`config.mk`:
```
export PLATFORM = sky130hd
export DESIGN_NAME = csr_access_unit
export DESIGN_NICKNAME = d
export VERILOG_FILES = /design/src/rtl/csr_access_unit.sv
export SDC_FILE = /design/constraint.sdc
export NUM_CORES = 1
export LEC_CHECK = 0
export ABC_AREA = 1
export CAP_MARGIN = 0
export CORE_MARGIN = 10
export CORE_UTILIZATION = 53
export DETAILED_ROUTE_END_ITERATION = 16
export PLACE_DENSITY = 0.87
export SKIP_LAST_GASP = 1
export SYNTH_ARGS = -nofsm -noshare
export SYNTH_HDL_FRONTEND = slang
export SYNTH_SLANG_ARGS = --single-unit
```
`constraint.sdc`:
```
create_clock -name clock -period 3.2 [get_ports clock]
set_input_delay 0.32 -clock clock [delete_from_list [all_inputs] [get_ports clock]]
set_output_delay 0.32 -clock clock [all_outputs]
set_load 0.005 [all_outputs]
```
`src/rtl/csr_access_unit.sv`:
```
// Zicsr read-modify-write sequencer plus trap-entry / MRET sequences in front of the M-mode CSR file.
// Build option CSR_MTVAL_EN: when defined, trap entry also writes mtval (one extra write cycle).
module csr_access_unit (
  input  logic        clock,
  input  logic        reset,
  input  logic        reqValid,
  output logic        reqReady,
  input  logic [2:0]  reqOp,
  input  logic [11:0] reqAddr,
  input  logic [31:0] reqRs1Data,
  input  logic [4:0]  reqZimm,
  input  logic        reqSrcZero,
  output logic        rspValid,
  output logic [31:0] rspData,
  output logic        rspIllegal,
  input  logic        trapValid,
  output logic        trapReady,
  input  logic [31:0] trapCause,
  input  logic [31:0] trapPc,
  input  logic [31:0] trapValue,
  input  logic        mretValid,
  output logic        mretReady,
  output logic        redirectValid,
  output logic [31:0] redirectPc,
  output logic [3:0]  csrReadIndex,
  input  logic [31:0] csrReadData,
  output logic [3:0]  csrWriteIndex,
  output logic [31:0] csrWriteData,
  output logic        csrWriteEnable
);

  typedef enum logic [2:0] {
    IDLE,
    CSR_WB,
    TRAP_MEPC,
    TRAP_MCAUSE,
`ifdef CSR_MTVAL_EN
    TRAP_MTVAL,
`endif
    TRAP_MSTATUS,
    MRET_MSTATUS
  } state_t;

  localparam logic [3:0] IDX_MSTATUS = 4'd0;
  localparam logic [3:0] IDX_MTVEC   = 4'd2;
  localparam logic [3:0] IDX_MEPC    = 4'd4;
  localparam logic [3:0] IDX_MCAUSE  = 4'd5;
  localparam logic [3:0] IDX_MTVAL   = 4'd6;
  localparam logic [3:0] IDX_MISA    = 4'd8;

  state_t      state_q, state_d;
  logic        rsp_valid_q, rsp_valid_d;
  logic [31:0] rsp_data_q, rsp_data_d;
  logic        rsp_illegal_q, rsp_illegal_d;
  logic [31:0] redirect_pc_q, redirect_pc_d;
  logic [31:0] trap_target_q, trap_target_d;
  logic [31:0] cause_q, cause_d;
  logic [3:0]  wr_index_q, wr_index_d;
  logic [31:0] wr_data_q, wr_data_d;
`ifdef CSR_MTVAL_EN
  logic [31:0] value_q, value_d;
`else
  logic        unused_trap_value;
  assign unused_trap_value = ^trapValue;
`endif

  logic        map_hit;
  logic [3:0]  map_index;
  logic [31:0] req_src;
  logic [31:0] req_new;
  logic        req_writes;
  logic [31:0] trap_base;
  logic        trap_vectored;
  logic [31:0] trap_target;
  logic [3:0]  read_index;
  logic [31:0] mstatus_new;
  logic        mstatus_phase;
  logic        idle_ready;

  always_comb begin
    map_hit   = 1'b1;
    map_index = 4'd0;
    case (reqAddr)
      12'h300: map_index = 4'd0;
      12'h304: map_index = 4'd1;
      12'h305: map_index = 4'd2;
      12'h340: map_index = 4'd3;
      12'h341: map_index = 4'd4;
      12'h342: map_index = 4'd5;
      12'h343: map_index = 4'd6;
      12'h344: map_index = 4'd7;
      12'h301: map_index = 4'd8;
      default: map_hit   = 1'b0;
    endcase
  end

  // Read-modify-write operand; reqOp[2] selects the zero-extended immediate.
  always_comb begin
    req_src = reqOp[2] ? {27'd0, reqZimm} : reqRs1Data;
    case (reqOp[1:0])
      2'b01:   req_new = req_src;
      2'b10:   req_new = csrReadData | req_src;
      2'b11:   req_new = csrReadData & ~req_src;
      default: req_new = csrReadData;
    endcase
    // Set/clear with a zero source is a pure read; misa writes are dropped.
    req_writes = map_hit && (reqOp[1:0] != 2'b00) && !(reqOp[1] && reqSrcZero)
                 && (map_index != IDX_MISA);
  end

  always_comb begin
    trap_base     = {csrReadData[31:2], 2'b00};
    trap_vectored = (csrReadData[1:0] == 2'b01) && trapCause[31];
    trap_target   = trap_vectored ? trap_base + {trapCause[29:0], 2'b00} : trap_base;
  end

  assign idle_ready    = (state_q == IDLE) && !reset;
  assign mstatus_phase = (state_q == TRAP_MSTATUS) || (state_q == MRET_MSTATUS);

  always_comb begin
    state_d       = state_q;
    rsp_valid_d   = 1'b0;
    rsp_data_d    = rsp_data_q;
    rsp_illegal_d = rsp_illegal_q;
    redirect_pc_d = redirect_pc_q;
    trap_target_d = trap_target_q;
    cause_d       = cause_q;
    wr_index_d    = wr_index_q;
    wr_data_d     = wr_data_q;
`ifdef CSR_MTVAL_EN
    value_d       = value_q;
`endif
    read_index    = IDX_MSTATUS;
    mstatus_new   = csrReadData;

    case (state_q)
      IDLE: begin
        if (trapValid) begin
          read_index    = IDX_MTVEC;
          trap_target_d = trap_target;
          cause_d       = trapCause;
`ifdef CSR_MTVAL_EN
          value_d       = trapValue;
`endif
          wr_index_d    = IDX_MEPC;
          wr_data_d     = {trapPc[31:2], 2'b00};
          state_d       = TRAP_MEPC;
        end else if (mretValid) begin
          read_index    = IDX_MEPC;
          redirect_pc_d = csrReadData;
          wr_index_d    = IDX_MSTATUS;
          state_d       = MRET_MSTATUS;
        end else begin
          read_index = map_index;
          if (reqValid) begin
            rsp_valid_d   = 1'b1;
            rsp_data_d    = map_hit ? csrReadData : 32'd0;
            rsp_illegal_d = !map_hit;
            if (req_writes) begin
              wr_index_d = map_index;
              wr_data_d  = req_new;
              state_d    = CSR_WB;
            end
          end
        end
      end
      CSR_WB: state_d = IDLE;
      TRAP_MEPC: begin
        wr_index_d = IDX_MCAUSE;
        wr_data_d  = cause_q;
        state_d    = TRAP_MCAUSE;
      end
`ifdef CSR_MTVAL_EN
      TRAP_MCAUSE: begin
        wr_index_d = IDX_MTVAL;
        wr_data_d  = value_q;
        state_d    = TRAP_MTVAL;
      end
      TRAP_MTVAL: begin
        wr_index_d    = IDX_MSTATUS;
        redirect_pc_d = trap_target_q;
        state_d       = TRAP_MSTATUS;
      end
`else
      TRAP_MCAUSE: begin
        wr_index_d    = IDX_MSTATUS;
        redirect_pc_d = trap_target_q;
        state_d       = TRAP_MSTATUS;
      end
`endif
      // mstatus is read and rewritten in the same cycle, so its data bypasses wr_data_q.
      TRAP_MSTATUS: begin
        mstatus_new[7]     = csrReadData[3];
        mstatus_new[3]     = 1'b0;
        mstatus_new[12:11] = 2'b11;
        state_d            = IDLE;
      end
      MRET_MSTATUS: begin
        mstatus_new[3]     = csrReadData[7];
        mstatus_new[7]     = 1'b1;
        mstatus_new[12:11] = 2'b11;
        state_d            = IDLE;
      end
      default: state_d = IDLE;
    endcase
  end

  always_ff @(posedge clock) begin
    if (reset) begin
      state_q       <= IDLE;
      rsp_valid_q   <= 1'b0;
      rsp_data_q    <= 32'd0;
      rsp_illegal_q <= 1'b0;
      redirect_pc_q <= 32'd0;
      trap_target_q <= 32'd0;
      cause_q       <= 32'd0;
      wr_index_q    <= 4'd0;
      wr_data_q     <= 32'd0;
`ifdef CSR_MTVAL_EN
      value_q       <= 32'd0;
`endif
    end else begin
      state_q       <= state_d;
      rsp_valid_q   <= rsp_valid_d;
      rsp_data_q    <= rsp_data_d;
      rsp_illegal_q <= rsp_illegal_d;
      redirect_pc_q <= redirect_pc_d;
      trap_target_q <= trap_target_d;
      cause_q       <= cause_d;
      wr_index_q    <= wr_index_d;
      wr_data_q     <= wr_data_d;
`ifdef CSR_MTVAL_EN
      value_q       <= value_d;
`endif
    end
  end

  assign trapReady      = idle_ready;
  assign mretReady      = idle_ready && !trapValid;
  assign reqReady       = idle_ready && !trapValid && !mretValid;
  assign rspValid       = rsp_valid_q && !reset;
  assign rspData        = rsp_data_q;
  assign rspIllegal     = rsp_illegal_q;
  assign redirectValid  = mstatus_phase && !reset;
  assign redirectPc     = redirect_pc_q;
  assign csrReadIndex   = read_index;
  assign csrWriteEnable = (state_q != IDLE) && !reset;
  assign csrWriteIndex  = wr_index_q;
  assign csrWriteData   = mstatus_phase ? mstatus_new : wr_data_q;

endmodule

```
==> reports/qor.csv <==
stage,metric,value,unit
status,status,completed,
critical_path,path_buf_inv,4,
layout,finish.utilization,71.4,%
grt,grt_pass1_vias,11700,
logic_synthesis,ys_ff_latch,167,
logic_synthesis,ys_seq_area_share,31.1,%
clock_network,numCtsBuffers,17,
critical_path,slowest_delay,0.60,ns
power_and_ir_drop,comb_power_share,32.2,%
timing,holdWs,0.285,ns
timing,slew_violations,0,
critical_path,critical_path_class,reg -> out,
power_and_ir_drop,p_leak,6.05,nW
clock_network,clockBufferDepth,2,
clock_network,clock-sinks,167,
logic_synthesis,synthesis.yosys.warnings,0,
clock_network,htreeDepth,4,
drt,wl,42400,um
floorplan,fp.dieW,162,um
timing,tightest_slew,1.10,ns
place,gp_congestion,0.991,
clock_network,postCtsSetupRepairBufs,0,
critical_path,reg2reg_slack,1.01,ns
critical_path,cpMaxStageDelayCell,clkdlybuf4s50_1,
drt,ant_nets,0,
timing,tns,0,ns
floorplan,dieArea,26300,sq um
timing,setup_viol,0,
critical_path,cp.arrival,2.54,ns
place,portBuffers,262,
clock_network,clock_latency,0.44,ns
grt,grt_pass1_wl,64800,um
power_and_ir_drop,internal-power,0.00441,W
floorplan,die_height,162,um
floorplan,rows,51,
timing,post-route-period-util,89.3,%
floorplan,start_util,54.4,%
grt,antenna_found_initial,3,
drt,wire_per_inst,19.1,um
hold_path,hp-class,in -> reg,
timing,rsz0062_at_grt,no,
critical_path,crit_path_end_kind,output port,
power_and_ir_drop,seq_power_share,36.3,%
logic_synthesis,ys_types,41,
drt,viasPerCell,5.74,
logic_synthesis,synth_nets,1942,
clock_network,hold_buffers,0,
layout,area_growth,31.1,%
critical_path,worstPathRequired,2.88,ns
power_and_ir_drop,power_switching,0.00227,W
timing,fin_skew,0.0103,ns
clock_network,clkTransAtPathRegs,0.07,ns
critical_path,rr_startpoint,state_q[2]$_SDFFE_PP0P_,
place,dp_hpwl,31800,um
power_and_ir_drop,p_sw_share,34.0,%
layout,final_common_cell,nand2_1,
critical_path,crit_fanout,38,
logic_synthesis,ys_async_sr_fraction,0,%
drt,dr.pass1.iters,8,
grt,overflow,0,
drt,num_vias,12700,
floorplan,core_area,19700,sq um
hold_path,hold-path-endpoint,rsp_valid_q$_SDFF_PP0_,
power_and_ir_drop,pwr-share-clk,31.5,%
critical_path,crit_path_cell_trace,"inv_1, nor2_1, inv_1, buf_4, o21ai_0, clkdlybuf4s50_1",
clock_network,cts_root_buf,clkbuf_16,
grt,grt_max_degree,65,
hold_path,hold_start,reset,
floorplan,ios,297,
hold_path,hold_depth,2,
grt,grt_usage,30.7,%
logic_synthesis,postSynthAreaPerCell,6.22,sq um
logic_synthesis,synthCells,1726,
logic_synthesis,synth_area,10700,sq um
critical_path,reg2regPathDepth,10,
critical_path,crit_family,buffers and inverters,
timing,layout_min_cycle_time,2.86,ns
logic_synthesis,synth_edf_count,0,
power_and_ir_drop,vdd_drop_max,0.000396,V
clock_network,cts_resized,0,
layout,layout_common_cells,"nand2_1 (472), clkdlybuf4s50_1 (261), a21oi_1 (234), inv_1 (181), dfxtp_1 (167)",
critical_path,reg2reg_to,rspData[3]$_SDFFE_PP0P_,
power_and_ir_drop,powerDensity,475,nW/um^2
job,drv_cap,0,
timing,max_freq,350,MHz
critical_path,crit_top_cell,inv_1,
timing,finalHoldViolCount,0,
drt,dr.first_iter.drc_count,1355,
clock_network,tritoncts,done,
drt,drc_errors,0,
critical_path,crit_path_start_kind,flip-flop,
timing,relSlewSlack,26.4,%
logic_synthesis,ys.flop_type,dfxtp_1,
layout,drive_gt1_share,4.97,%
layout,nets,2154,
flip-flops by register name, indices dropped and copies added (netlist names):
register / count
rspData: 32
redirectPc: 32
rspIllegal: 1
wr_data_q: 32
rsp_valid_q: 1
cause_q: 32
state_q: 3
trap_target_q: 30
csrWriteIndex: 4
synth_stat cells (4+ instances only):
master,n,area (sq um)
buf_6,9,101
dfxtp_1,167,3340
o21a_1,27,203
buf_2,18,90.1
o221ai_1,27,236
a21oi_1,234,1170
a31oi_1,32,200
o211ai_1,9,67.6
nand4_1,10,62.6
nand2_1,473,1780
o21ai_0,114,571
o21ai_1,13,65.1
ha_1,29,363
nor2_1,147,552
clkbuf_1,63,236
nor3_1,6,30.0
nand3_1,99,495
xor2_1,6,52.6
nor2_4,5,56.3
buf_1,7,26.3
inv_2,12,45.0
o21bai_1,5,37.5
inv_1,182,683
or2_2,4,25.0
nor2_2,5,31.3
power by group through the flow:
| stage | Clock [W] | Sequential (W) | Combinational (W) |
|---|---|---|---|
| after global placement | 0 | 0.00246 | 0.00206 |
| final | 0.00210 | 0.00243 | 0.00215 |
| after detailed placement | 0 | 0.00247 | 0.00210 |
| after floorplan | 0 | 0.00245 | 0.00123 |
| after CTS | 0.00211 | 0.00242 | 0.00212 |
| after global routing | 0.00219 | 0.00245 | 0.00236 |
logic make-up (layout without fill, tap and decap cells):
kind of cell / after synthesis / count (layout) / share of synthesized area [%]
flops: 167 / 167 / 31.1
other cells: 0 / 1 / 0
buf+inv: 291 / 516 / 11.0
compound gates: 467 / 467 / 24.3
fa+ha+maj: 30 / 30 / 3.57
xor+xnor: 7 / 7 / 0.571
simple gates: 764 / 764 / 29.4
per-stage QoR:
| stage | total power (W) | instance area (sq um) | worst slack [ns] | instances |
|---|---|---|---|---|
| after floorplan | 0.00367 | 10700 | 1.32 | 1726 |
| after global placement | 0.00452 | 13500 | 0.497 | 2184 |
| after detailed placement | 0.00457 | 13500 | 0.494 | 2184 |
| after CTS | 0.00665 | 14100 | 0.357 | 2216 |
| after global routing | 0.00700 | 14100 | 0.258 | 2216 |
| final | 0.00669 | 14100 | 0.341 | 2217 |
worst max path at each step:
stage | end | startpoint | slack (ns) | cells past startpoint
3_5_place_dp | trap_target_q[26]$_SDFFE_PP0P_ | csrReadData[2] | 0.49 | 13
3_3_place_gp | csrReadIndex[0] | reqAddr[4] | 0.50 | 9
2_1_floorplan | trap_target_q[26]$_SDFFE_PP0P_ | trapCause[0] | 1.32 | 12
4_1_cts | csrWriteData[0] | state_q[2]$_SDFFE_PP0P_ | 0.36 | 6
5_1_grt | csrWriteData[0] | state_q[2]$_SDFFE_PP0P_ | 0.26 | 6
6_report | csrWriteData[16] | state_q[2]$_SDFFE_PP0P_ | 0.34 | 6
area by class of cell:
type	instances	area, sq um
well taps	265	332
clock inverters	12	143
flip-flops and latches	167	3340
repair buffers	290	2870
clock buffers	20	447
diodes	1	2.50
multi-input cells	1268	6210
fillers	1642	5640
inverters	194	728
per-layer routing:
metal	vias up	global-route usage [%]	part of all wire [%]
met1	5777	38.6	40
met3	94	6.52	10
li1	6114	-	-
met5	-	0	0.031
met4	2	12.8	3.7
met2	748	49.9	46
worst reg2reg max path, cell delays in order (launching register included):
cell     delay [ns]
dfxtp_1        0.34
nor2_1         0.14
nand2_2        0.12
nor2_4         0.13
inv_2          0.09
nor2_4         0.15
nand2_4        0.30
a21oi_4        0.24
buf_4          0.27
nand2_1        0.17
a21oi_1        0.17
Power figures use the tool's default switching activity.
